**src/rtl/pipe_stage_reg_pkg.sv**
```systemverilog
// Shared definitions for the elastic inter-stage pipeline registers:
// control-bundle layout, per-stage payload widths and the main-entry source select.
package pipe_pkg;

   localparam int CTRL_W        = 6;
   localparam int CTRL_BRANCH   = 0;
   localparam int CTRL_MEMREAD  = 1;
   localparam int CTRL_MEMTOREG = 2;
   localparam int CTRL_MEMWRITE = 3;
   localparam int CTRL_REGWRITE = 4;
   localparam int CTRL_ZERO     = 5;

   // PC + instruction; PC + rs1/rs2 data + imm + rd; PC + ALU + store data + rd; mem data + ALU + rd
   localparam int IFID_DATA_W  = 64 + 32;
   localparam int IDEX_DATA_W  = 64 + 64 + 64 + 64 + 5;
   localparam int EXMEM_DATA_W = 64 + 64 + 64 + 5;
   localparam int MEMWB_DATA_W = 64 + 64 + 5;

   typedef enum logic [1:0] {
      M_HOLD      = 2'd0,
      M_FROM_IN   = 2'd1,
      M_FROM_SKID = 2'd2
   } m_src_t;

endpackage

```
**src/rtl/pipe_stage_reg_sat_counter.sv**
```systemverilog
// Saturating up-counter: holds at all-ones instead of wrapping.
module sat_counter #(
   parameter int W = 16
) (
   input  logic         clk,
   input  logic         reset,
   input  logic         inc,
   output logic [W-1:0] count
);

   localparam logic [W-1:0] COUNT_MAX = {W{1'b1}};

   logic [W-1:0] count_r;

   // count qualifying cycles, sticking at the maximum
   always_ff @(posedge clk) begin
      if (reset) begin
         count_r <= {W{1'b0}};
      end else if (inc && (count_r != COUNT_MAX)) begin
         count_r <= count_r + W'(1);
      end else begin
         count_r <= count_r;
      end
   end

   assign count = count_r;

endmodule

```
**src/rtl/pipe_stage_reg.sv**
```systemverilog
// Elastic pipeline-stage register with valid/ready handshake, optional skid entry,
// flush for misprediction recovery, and saturating stall/bubble counters.
module pipe_stage_reg
   import pipe_pkg::*;
#(
   parameter int DATA_W = EXMEM_DATA_W,
   parameter int CTRL_W = pipe_pkg::CTRL_W,
   parameter int SKID   = 1,
   parameter int CNT_W  = 16
) (
   input  logic              clk,
   input  logic              reset,
   input  logic              in_valid,
   output logic              in_ready,
   input  logic [DATA_W-1:0] in_data,
   input  logic [CTRL_W-1:0] in_ctrl,
   input  logic              flush,
   output logic              out_valid,
   input  logic              out_ready,
   output logic [DATA_W-1:0] out_data,
   output logic [CTRL_W-1:0] out_ctrl,
   output logic [CNT_W-1:0]  stall_cnt,
   output logic [CNT_W-1:0]  bubble_cnt
);

   logic              m_valid_r;
   logic [DATA_W-1:0] m_data_r;
   logic [CTRL_W-1:0] m_ctrl_r;
   logic              s_valid_r;
   logic [DATA_W-1:0] s_data_r;
   logic [CTRL_W-1:0] s_ctrl_r;
   logic              in_ready_r;

   logic              in_ready_s;
   logic              take_in_s;
   logic              take_out_s;
   logic              m_valid_nx_s;
   logic              s_valid_nx_s;
   logic              s_load_s;
   m_src_t            m_src_s;

   // with a skid entry, in_ready comes straight from a flop so out_ready never reaches it
   assign in_ready_s = (SKID != 0) ? in_ready_r : (!m_valid_r || out_ready);
   assign take_in_s  = in_valid && in_ready_s && !flush;
   assign take_out_s = m_valid_r && out_ready;

   // next-state selection for the main and skid entries
   always_comb begin
      m_valid_nx_s = m_valid_r;
      s_valid_nx_s = s_valid_r;
      m_src_s      = M_HOLD;
      s_load_s     = 1'b0;
      if (flush) begin
         m_valid_nx_s = 1'b0;
         s_valid_nx_s = 1'b0;
      end else if (SKID != 0) begin
         if (s_valid_r) begin
            if (take_out_s) begin
               m_src_s      = M_FROM_SKID;
               s_valid_nx_s = 1'b0;
            end else begin
               m_src_s = M_HOLD;
            end
         end else if (m_valid_r) begin
            if (take_in_s && take_out_s) begin
               m_src_s = M_FROM_IN;
            end else if (take_in_s) begin
               s_load_s     = 1'b1;
               s_valid_nx_s = 1'b1;
            end else if (take_out_s) begin
               m_valid_nx_s = 1'b0;
            end else begin
               m_src_s = M_HOLD;
            end
         end else begin
            if (take_in_s) begin
               m_src_s      = M_FROM_IN;
               m_valid_nx_s = 1'b1;
            end else begin
               m_src_s = M_HOLD;
            end
         end
      end else begin
         if (take_in_s) begin
            m_src_s      = M_FROM_IN;
            m_valid_nx_s = 1'b1;
         end else if (take_out_s) begin
            m_valid_nx_s = 1'b0;
         end else begin
            m_src_s = M_HOLD;
         end
      end
   end

   // entry storage; ctrl is cleared whenever M goes empty so bubbles present a NOP
   always_ff @(posedge clk) begin
      if (reset) begin
         m_valid_r  <= 1'b0;
         m_data_r   <= {DATA_W{1'b0}};
         m_ctrl_r   <= {CTRL_W{1'b0}};
         s_valid_r  <= 1'b0;
         s_data_r   <= {DATA_W{1'b0}};
         s_ctrl_r   <= {CTRL_W{1'b0}};
         in_ready_r <= 1'b1;
      end else begin
         m_valid_r  <= m_valid_nx_s;
         s_valid_r  <= s_valid_nx_s;
         in_ready_r <= !s_valid_nx_s;
         case (m_src_s)
            M_FROM_IN: begin
               m_data_r <= in_data;
               m_ctrl_r <= in_ctrl;
            end
            M_FROM_SKID: begin
               m_data_r <= s_data_r;
               m_ctrl_r <= s_ctrl_r;
            end
            default: begin
               m_data_r <= m_data_r;
               m_ctrl_r <= m_valid_nx_s ? m_ctrl_r : {CTRL_W{1'b0}};
            end
         endcase
         if (s_load_s) begin
            s_data_r <= in_data;
            s_ctrl_r <= in_ctrl;
         end else begin
            s_data_r <= s_data_r;
            s_ctrl_r <= s_ctrl_r;
         end
      end
   end

   assign in_ready  = in_ready_s;
   assign out_valid = m_valid_r;
   assign out_data  = m_data_r;
   assign out_ctrl  = m_ctrl_r;

   sat_counter #(.W(CNT_W)) u_stall_cnt (
      .clk   (clk),
      .reset (reset),
      .inc   (m_valid_r && !out_ready),
      .count (stall_cnt)
   );

   sat_counter #(.W(CNT_W)) u_bubble_cnt (
      .clk   (clk),
      .reset (reset),
      .inc   (!m_valid_r),
      .count (bubble_cnt)
   );

endmodule

```
**config.mk**
```make
export PLATFORM = sky130hd
export DESIGN_NAME = pipe_stage_reg
export DESIGN_NICKNAME = d
export VERILOG_FILES = /design/src/rtl/pipe_stage_reg_pkg.sv /design/src/rtl/pipe_stage_reg_sat_counter.sv /design/src/rtl/pipe_stage_reg.sv
export SDC_FILE = /design/constraint.sdc
export NUM_CORES = 1
export LEC_CHECK = 0
export CAP_MARGIN = 0
export CORE_ASPECT_RATIO = 0.9
export CORE_UTILIZATION = 35
export CTS_CLUSTER_DIAMETER = 30
export DETAILED_ROUTE_END_ITERATION = 7
export GPL_TIMING_DRIVEN = 0
export PLACE_DENSITY = 0.69
export SKIP_LAST_GASP = 1
export SYNTH_ARGS = -nofsm -noshare
export SYNTH_HDL_FRONTEND = slang
export SYNTH_HIERARCHICAL = 1
export SYNTH_SLANG_ARGS = --single-unit
```
**constraint.sdc**
```tcl
create_clock -name clk -period 3.4 [get_ports clk]
set_clock_uncertainty 0.2 [all_clocks]
set_input_delay 0.68 -clock clk [delete_from_list [all_inputs] [get_ports clk]]
set_output_delay 0.68 -clock clk [all_outputs]
set_load 0.02 [all_outputs]
```
==> results of run 1 <==
-- layout make-up --
class	count	area share, %
Multi-Input combinational cell	1384	36.0
Timing Repair Buffer	443	14.8
Antenna cell	5	0.0416
Buffer	187	3.26
Clock inverter	59	2.97
Sequential cell	441	29.4
Clock buffer	143	10.2
Inverter	12	0.150
Tap cell	774	3.22
-- worst register-to-register path: cells and delay by family, from the launching register on --
kind                     cells  cell delay [ns]
adder cells (fa/ha/maj)      1             0.31
buffers and inverters        5             1.36
multiplexers                 1             0.25
flip-flops                   1             0.33
AND/OR/NAND/NOR              3             0.44
-- sequential cells by signal, summed over array words and instances (netlist names) --
| register | flops |
|---|---|
| in_ready | 1 |
| out_ctrl | 6 |
| out_data | 197 |
| out_valid | 1 |
| s_ctrl_r | 6 |
| s_data_r | 197 |
| s_valid_r | 1 |
| u_bubble_cnt/count | 16 |
| u_stall_cnt/count | 16 |
-- per-layer routing --
metal / track usage, % / part of all wire, % / vias up / wire length [um]
li1: - / - / 8451 / -
met1: 27.6 / 44 / 8718 / 29700
met2: 35.2 / 46 / 560 / 31400
met3: 5.83 / 6.7 / 145 / 4540
met4: 8.21 / 3.2 / 4 / 2140
met5: 0 / 0.040 / - / 27
-- report_power, final --
| group | switching (mW) | internal [mW] | total [mW] |
|---|---|---|---|
| Combinational | 0.764 | 0.776 | 1.54 |
| Clock | 3.27 | 7.75 | 11.0 |
| Sequential | 0.0913 | 5.34 | 5.43 |
-- layout by cell type (no fill, tap or decap), drive strengths merged, types with 4 or more instances in the layout --
cell type / netlist / final
nor4: 6 / 6
clkbuf: 110 / 253
a21oi: 20 / 20
nor2: 210 / 210
ha: 4 / 4
o31ai: 12 / 12
a22oi: 6 / 6
nand2: 21 / 21
diode: 0 / 5
dfxtp: 441 / 441
or4: 14 / 14
mux2: 199 / 199
clkinv: 0 / 26
o22ai: 6 / 6
o21ai: 211 / 211
nand4b: 203 / 203
nand2b: 205 / 205
nor3: 9 / 9
buf: 79 / 77
mux2i: 199 / 199
inv: 12 / 14
or3: 6 / 6
nand4: 9 / 9
and4: 6 / 6
xnor2: 4 / 4
nor2b: 4 / 4
clkinvlp: 0 / 12
bufinv: 0 / 19
nand3: 12 / 12
clkdlybuf4s50: 0 / 443
-- per-stage QoR --
stage / hold WS [ns] / setup WS [ns] / std cells / power (mW) / util, %
after floorplan: 0.239 / 0.429 / 2026 / 6.27 / -
after global placement: 0.248 / -1.43 / 3243 / 7.01 / 44.6
after detailed placement: 0.253 / -1.51 / 3243 / 7.04 / 44.6
after CTS: 0.147 / -0.0226 / 3444 / 18.1 / 51.5
after global routing: 0.190 / 0.118 / 3447 / 18.5 / 51.5
final: 0.169 / 0.195 / 3448 / 18.0 / 51.5
-- worst paths after layout --
kind	startpoint	to	depth (start not counted)	slack, ns
worst max-delay path	flush	out_data[71]	11	0.19
worst min register to register	s_data_r[133]	s_data_r[133]	2	0.26
worst min-delay path	reset	u_bubble_cnt/count[8]	2	0.17
worst max register to register	s_valid_r	out_data[71]	10	0.37
-- timing repair --
action | CTS | global route
hold buffers | 0 | 0
endpoints found under the setup margin | 159 | 150
setup buffers | 0 | 0
gates resized for setup | 19 | 5
-- cells by family after synthesis --
| kind of cell | count (synthesis) | share of synthesized area [%] |
|---|---|---|
| AND/OR/NAND/NOR | 714 | 21.8 |
| flip-flops | 441 | 42.8 |
| buffers and inverters | 201 | 4.76 |
| adder cells (fa/ha/maj) | 4 | 0.243 |
| multiplexers | 398 | 20.5 |
| AO/OA/AOI/OAI | 264 | 9.72 |
| XOR/XNOR | 4 | 0.170 |
==> impl_metrics.toml, run 1 <==
[outcome]
status = "finished, final reports clean"

[layout]
num-nets-final = 2789
multi_input_comb_area_um2 = 10800
layout_cell_share_with_drive_strength_beyond_1_pct = 23.6
seq_area_um2 = 8830
area_growth_syn_to_layout_pct = 45.8
design_area_um2 = 30100
fillers = 5145

[timing]
maxSlewHeadroom_pct = 26.1
timing.final.max_slew_violations = 0
final-hold-violation-count = 0
finalSetupViolations = 0
rsz_0062_raised_after_global_routing = "false"
minimum_clock_period_after_layout_ns = 3.21
final.setup.tns_ns = 0
min_period_over_period_pct = 94.3
worst-slew-pin-transition_ns = 1.11
max_freq_ghz = 0.312

[global_routing]
gr-usage-all-layers_pct = 21.8
global_route_wire_length_before_repair_mm = 103
antenna_found_initial = 8
vias_in_the_first_global_route = 18100
grt_max_degree = 17
grt_overflow_total = 0

[routing]
wirelength_mm = 67.8
initialDrtViolationCount = 1060
first_pass_iters = 5
via_total_after_detailed_routing = 17900
wl_per_cell_um = 19.7
avg_vias_per_cell = 5.19
drt_drc_violations_left = 0
ant_nets = 0

[floorplanning]
chipWidth_um = 258
ios = 445
core_area_um2 = 58300
fp.dieH_um = 232
fp-row-count = 84
initial_utilization_pct = 35.3
fp.dieArea_um2 = 59900

[yosys]
synth_top_area_cell = "sky130_fd_sc_hd__dfxtp_1"
synth_sequential_area_ratio_pct = 42.8
synth_flop_cell = "sky130_fd_sc_hd__dfxtp_1"
syn_area_um2 = 20600
post-synth-top-area-fraction_pct = 42.8
yosys-top-cells-area = "sky130_fd_sc_hd__dfxtp_1, sky130_fd_sc_hd__mux2_2, sky130_fd_sc_hd__mux2i_1, sky130_fd_sc_hd__nand4b_1, sky130_fd_sc_hd__o21ai_2"
postSynthAreaPerCell_um2 = 10.2
synthesis.nets = 2238
post_synth_most_frequent_cells = "sky130_fd_sc_hd__dfxtp_1, sky130_fd_sc_hd__nor2_1, sky130_fd_sc_hd__nand2b_1"
yosys.cell_count.top_type = "sky130_fd_sc_hd__dfxtp_1"
yosysWarningCount = 6
postSynth.asyncResetShare_pct = 0
ys_ff_latch = 441
post_synth_num_cell_types = 45
count_of_flip_flops_with_a_built_in_enable_after_synthesis = 0
synthesized_netlist_cell_count = 2026

[setup_path]
worst_path_largest_cell_delay_ns = 0.45
critical-path-top-cell-by-count = "sky130_fd_sc_hd__buf_2"
setup.worst_path.start_class = "input pin"
crit_path_end_kind = "flop"
cp_num_buf_inv = 6
crit_family = "buffers and inverters"
critical_path.slowest_cell = "sky130_fd_sc_hd__clkdlybuf4s50_1"
cp.arrival_ns = 3.51
critical_path_class = "in2reg"
crit_chain = "clkdlybuf4s50_1, and4bb_1, buf_6, buf_2, nand2_1, ha_2, buf_4, clkbuf_8, buf_2, mux2i_1, nor2_1"
critical_path_required_ns = 3.71
cp_max_fo = 17

[min_path]
hold_path.class = "in2reg"

[flow_run]
maxCapViolCount = 0

[clock_tree]
clock_path_buffers = 3
cts_buffers = 108
clkLatencyLatePin_ns = 0.65
cts.htree.levels = 3
cts_num_sinks = 441
clk_transition_reported_paths_ns = 0.04
cts-root-buf = "sky130_fd_sc_hd__clkbuf_16"
tritoncts_clock_tree = "done"

[placed_design]
place_hpwl_mm = 48.4
count_of_input_and_output_buffers = 443
globalplace.congestion = 0.853
dpl_cell_area_um2 = 26000

[power_and_ir_drop]
leakage_nw = 11.8
worst_ir_drop_vdd_mv = 0.422
power_density_nw_per_um2 = 599
No activity file was read; power rests on OpenSTA's default activity.
==> inputs of run 2 (changes only) <==
--- a/config.mk
+++ b/config.mk
@@ -7,11 +7,10 @@
 export LEC_CHECK = 0
 export CAP_MARGIN = 0
 export CORE_ASPECT_RATIO = 0.9
-export CORE_UTILIZATION = 35
+export CORE_UTILIZATION = 50
 export CTS_CLUSTER_DIAMETER = 30
 export DETAILED_ROUTE_END_ITERATION = 7
-export GPL_TIMING_DRIVEN = 0
-export PLACE_DENSITY = 0.69
+export PLACE_DENSITY = 0.89
 export SKIP_LAST_GASP = 1
 export SYNTH_ARGS = -nofsm -noshare
 export SYNTH_HDL_FRONTEND = slang
==> impl_metrics.toml, run 2 (same netlist as run 1, synthesis figures left out) <==
[setup_path]
crit_path_end_kind = "flop"
cp.arrival_ns = 2.98
critical_path_class = "in2reg"
critical_path.reg2reg.startpoint = "s_valid_r"
cp_max_fo = 104
r2r_setup_slack_ns = 0.86
critical_path.reg2reg.endpoint = "s_data_r[17]"
critical_path_required_ns = 3.66
setup.worst_path.start_class = "input pin"
reg2reg_depth = 5

[global_routing]
grt_max_degree = 157
global_route_wire_length_before_repair_mm = 102
gr-usage-all-layers_pct = 30.1
globalRoute.busiestLayer = "met2"
gr-usage-met1_pct = 34.3
vias_in_the_first_global_route = 18600
grt_overflow_total = 0
grt_util_met2_pct = 51.9
antenna_found_initial = 5
grtUsageMet3_pct = 8.25

[floorplanning]
ios = 445
core_area_um2 = 40600
fp-row-count = 70
initial_utilization_pct = 50.7
fp.dieArea_um2 = 42000
fp.dieH_um = 195
chipWidth_um = 216

[timing]
final.setup.worst_slack_ns = 0.680
rsz_0062_raised_after_global_routing = "false"
finalSetupViolations = 0
timing.final.max_slew_violations = 0
final-hold-violation-count = 0
min_period_over_period_pct = 80.0
final.setup.tns_ns = 0
minimum_clock_period_after_layout_ns = 2.72
worst-slew-pin-transition_ns = 0.966
maxSlewHeadroom_pct = 35.6
max_freq_ghz = 0.368
hold-worst-slack_ns = 0.269

[layout]
design_area_um2 = 29100
multi_input_comb_area_um2 = 10800
num-nets-final = 2648
fillers = 2525
seq_area_um2 = 8830
mostFrequentLayoutCell = "sky130_fd_sc_hd__clkdlybuf4s50_1"
layout_cell_share_with_drive_strength_beyond_1_pct = 23.7
area_growth_syn_to_layout_pct = 41.2
mostFrequentLayoutCells = "sky130_fd_sc_hd__clkdlybuf4s50_1, sky130_fd_sc_hd__dfxtp_1, sky130_fd_sc_hd__nor2_1"
layoutNonFillerInstCount = 3052
layout.core_utilization_pct = 71.6

[routing]
wirelength_mm = 64.7
initialDrtViolationCount = 1482
via_total_after_detailed_routing = 17800
first_pass_iters = 7
wl_per_cell_um = 21.2
drt_drc_violations_left = 0
avg_vias_per_cell = 5.84
ant_nets = 0

[placed_design]
cell_count_after_placement = 2887
dpl_cell_area_um2 = 25800
globalplace.congestion = 0.865
place_hpwl_mm = 39.0
dp_slack_ns = 0.0956
count_of_input_and_output_buffers = 444

[min_path]
cell_count_of_the_worst_hold_path = 2
hold_path.class = "reg2reg"
hold_start = "s_data_r[77]"
holdPathEnd = "s_data_r[77]"

[clock_tree]
tritoncts_clock_tree = "done"
cts-root-buf = "sky130_fd_sc_hd__clkbuf_16"
cts.htree.levels = 3
cts_hold_buffers = 0
clock_path_buffers = 3
clkLatencyLatePin_ns = 0.62
cts_buffers = 87
clk_transition_reported_paths_ns = 0.05
cts_resized = 0
post_cts_buffers = 0
cts_num_sinks = 441

[power_and_ir_drop]
power_density_nw_per_um2 = 573
leakage_nw = 11.4
worst_ir_drop_vdd_mv = 0.546
total_power_mw = 16.7

[outcome]
status = "finished, final reports clean"

[flow_run]
maxCapViolCount = 0
[run 2: cell types whose count changed in the layout (fill, tap and decap cells not counted), moves of 2 or more]
cell / delta
sky130_fd_sc_hd__clkbuf_1: -115
sky130_fd_sc_hd__buf_12: +35
sky130_fd_sc_hd__buf_2: -32
sky130_fd_sc_hd__buf_6: -23
sky130_fd_sc_hd__clkbuf_16: -20
sky130_fd_sc_hd__buf_4: +18
sky130_fd_sc_hd__buf_1: -9
sky130_fd_sc_hd__clkinv_2: -9
sky130_fd_sc_hd__clkbuf_8: -8
sky130_fd_sc_hd__inv_6: +5
sky130_fd_sc_hd__bufinv_16: +3
sky130_fd_sc_hd__clkbuf_2: -2
sky130_fd_sc_hd__clkinv_16: -2
[run 2: worst max-delay path by stage]
stage / endpoint / from / cells past startpoint
global placement: s_data_r[126] / flush / 6
CTS: s_data_r[17] / flush / 6
detailed placement: s_data_r[126] / flush / 6
global route: s_data_r[0] / flush / 6
floorplan: out_data[132] / flush / 11
finish: s_data_r[17] / flush / 6
[run 2: worst max-delay path: stages]
cell                              delay (ns)
sky130_fd_sc_hd__clkdlybuf4s50_1        0.44
sky130_fd_sc_hd__and4bb_4               0.39
sky130_fd_sc_hd__buf_12                 0.34
sky130_fd_sc_hd__and2_4                 0.54
sky130_fd_sc_hd__buf_4                  0.31
sky130_fd_sc_hd__o21ai_0                0.14
[run 2: layer usage]
layer,part of all wire [%],vias up
met1,39,8763
met2,50,758
met3,7.2,206
met4,4.4,2
li1,-,8105
met5,0.036,-
[run 2: area by class of cell]
class | instances | share of cell area, %
tap | 540 | 2.32
clock inverter | 54 | 3.07
inverter | 12 | 0.172
clock buffer | 107 | 8.40
multi-input combinational | 1384 | 37.2
sequential | 441 | 30.3
timing repair buffer | 510 | 18.5
antenna | 4 | 0.0344
[run 2: power by group]
part / internal [mW] / leakage [nW] / switching (mW)
combinational: 0.803 / 6.23 / 0.745
clock: 6.77 / 1.61 / 2.94
sequential: 5.33 / 3.58 / 0.0953
==> inputs of run 3 (changes only) <==
--- a/config.mk
+++ b/config.mk
@@ -7,10 +7,10 @@
 export LEC_CHECK = 0
 export CAP_MARGIN = 0
 export CORE_ASPECT_RATIO = 0.9
-export CORE_UTILIZATION = 50
+export CORE_UTILIZATION = 46
 export CTS_CLUSTER_DIAMETER = 30
 export DETAILED_ROUTE_END_ITERATION = 7
-export PLACE_DENSITY = 0.89
+export PLACE_DENSITY = 0.86
 export SKIP_LAST_GASP = 1
 export SYNTH_ARGS = -nofsm -noshare
 export SYNTH_HDL_FRONTEND = slang
==> constraint.sdc (replaced) <==
create_clock -name clk -period 2.35 [get_ports clk]
set_clock_uncertainty 0.2 [all_clocks]
set_input_delay 0.47 -clock clk [delete_from_list [all_inputs] [get_ports clk]]
set_output_delay 0.47 -clock clk [all_outputs]
set_load 0.02 [all_outputs]
==> impl_metrics.toml, run 3 (same netlist as run 1, synthesis figures left out) <==
[routing]
ant_nets = 0
first_pass_iters = 5
wirelength_mm = 63.5
wl_per_cell_um = 19.9
avg_vias_per_cell = 5.64
initialDrtViolationCount = 1318
drt_drc_violations_left = 0
via_total_after_detailed_routing = 18000

[clock_tree]
clkLatencyLatePin_ns = 0.61
cts_buffers = 91
cts-root-buf = "sky130_fd_sc_hd__clkbuf_16"
post_cts_buffers = 0
tritoncts_clock_tree = "done"
cts.htree.levels = 3
clk_transition_reported_paths_ns = 0.05
cts_num_sinks = 441
clock_path_buffers = 3

[floorplanning]
core_area_um2 = 44200
fp.dieArea_um2 = 45700
fp-row-count = 73
initial_utilization_pct = 46.6
ios = 445
chipWidth_um = 225
fp.dieH_um = 203

[setup_path]
crit_chain = "clkdlybuf4s50_1, nand2b_1, nand2_4, ha_4, buf_12, buf_12, mux2_2, mux2i_1, nor2_1"
cp.arrival_ns = 2.60
setup.worst_path.start_class = "input pin"
crit_path_end_kind = "flop"
critical-path-top-cell-by-count = "sky130_fd_sc_hd__buf_12"
critical_path_class = "in2reg"
worst_path_largest_cell_delay_ns = 0.49
critical_path.slowest_cell = "sky130_fd_sc_hd__clkdlybuf4s50_1"
cp_max_fo = 18
critical_path_required_ns = 2.63

[timing]
maxSlewHeadroom_pct = 51.4
finalSetupViolations = 0
worst-slew-pin-transition_ns = 0.719
final.setup.worst_slack_ns = 0.0291
final.setup.tns_ns = 0
max_freq_ghz = 0.431
rsz_0062_raised_after_global_routing = "false"
final-hold-violation-count = 0
minimum_clock_period_after_layout_ns = 2.32
hold-worst-slack_ns = 0.262
timing.final.max_slew_violations = 0
min_period_over_period_pct = 98.8

[global_routing]
gr-usage-all-layers_pct = 26.7
vias_in_the_first_global_route = 18600
grt_max_degree = 121
antenna_found_initial = 3
grt_overflow_total = 0
global_route_wire_length_before_repair_mm = 98.4

[layout]
mostFrequentLayoutCell = "sky130_fd_sc_hd__dfxtp_1"
mostFrequentLayoutCells = "sky130_fd_sc_hd__dfxtp_1, sky130_fd_sc_hd__clkdlybuf4s50_1, sky130_fd_sc_hd__nor2_1"
layout.core_utilization_pct = 67.3
area_growth_syn_to_layout_pct = 44.4
layoutNonFillerInstCount = 3190
layout_cell_share_with_drive_strength_beyond_1_pct = 25.7
design_area_um2 = 29800
num-nets-final = 2725

[power_and_ir_drop]
total_power_mw = 23.4
power_density_nw_per_um2 = 787
leakage_nw = 12.0
worst_ir_drop_vdd_mv = 0.565

[min_path]
hold_path.class = "reg2reg"

[placed_design]
globalplace.congestion = 0.870
cell_count_after_placement = 3019
count_of_input_and_output_buffers = 444
place_hpwl_mm = 40.6
dp_slack_ns = -0.444
dpl_cell_area_um2 = 26600

[outcome]
status = "finished, final reports clean"

[flow_run]
maxCapViolCount = 0
## run 3: changes by cell type in the layout (fill, tap and decap cells not counted), sizes merged
| cell | delta |
|---|---|
| dlygate4sd2 | +33 |
| dlymetal6s2s | +3 |
| clkinvlp | +1 |
| bufinv | -10 |
| clkdlybuf4s50 | -36 |
| clkbuf | +11 |
| dlygate4sd3 | +1 |
| buf | +72 |
| clkinv | +3 |
## run 3: final timing paths
path	depth (start not counted)	start	slack (ns)	to
worst max register to register	8	out_valid	0.06	out_data[33]
worst max-delay path	9	out_ready	0.03	out_data[33]
worst min-delay path	2	s_data_r[133]	0.26	s_data_r[133]
worst min register to register	2	s_data_r[133]	0.26	s_data_r[133]
## run 3: where the power goes
part / total [mW] / switching [mW] / internal (mW) / leakage (nW)
logic: 2.29 / 1.09 / 1.21 / 6.86
clock network: 13.3 / 4.28 / 9.00 / 1.54
registers: 7.85 / 0.135 / 7.71 / 3.58
total: 23.4 / 5.51 / 17.9 / 12.0
## run 3: metal layers
layer | wire [um] | global-route usage (%) | vias to the layer above
met4 | 2900 | 13.5 | 0
met1 | 24900 | 30.4 | 8843
met3 | 4010 | 6.79 | 181
met2 | 31700 | 46.1 | 703
li1 | - | - | 8270
met5 | 0 | 0 | -
## run 3: final cells by class
class                      instances  area [um^2]
sequential                       441         8830
fill                            3036        14400
inverter                          12         50.0
clock inverter                    48          642
clock buffer                     118         2560
antenna                            4         10.0
tap                              600          751
multi-input combinational       1384        10900
timing repair buffer             583         6070
## run 3: worst max-delay path: cells and delay by family
kind	cells	cell delay [ns]
multiplexers	2	0.55
AND/OR/NAND/NOR	3	0.50
buffers and inverters	3	0.85
adder cells (fa/ha/maj)	1	0.21
## run 3: what timing repair did
item,4_1_cts,5_1_grt
setup endpoints to repair,33,3
resized for setup,33,3
hold buffers,1,0
endpoints found under the hold margin,6,0
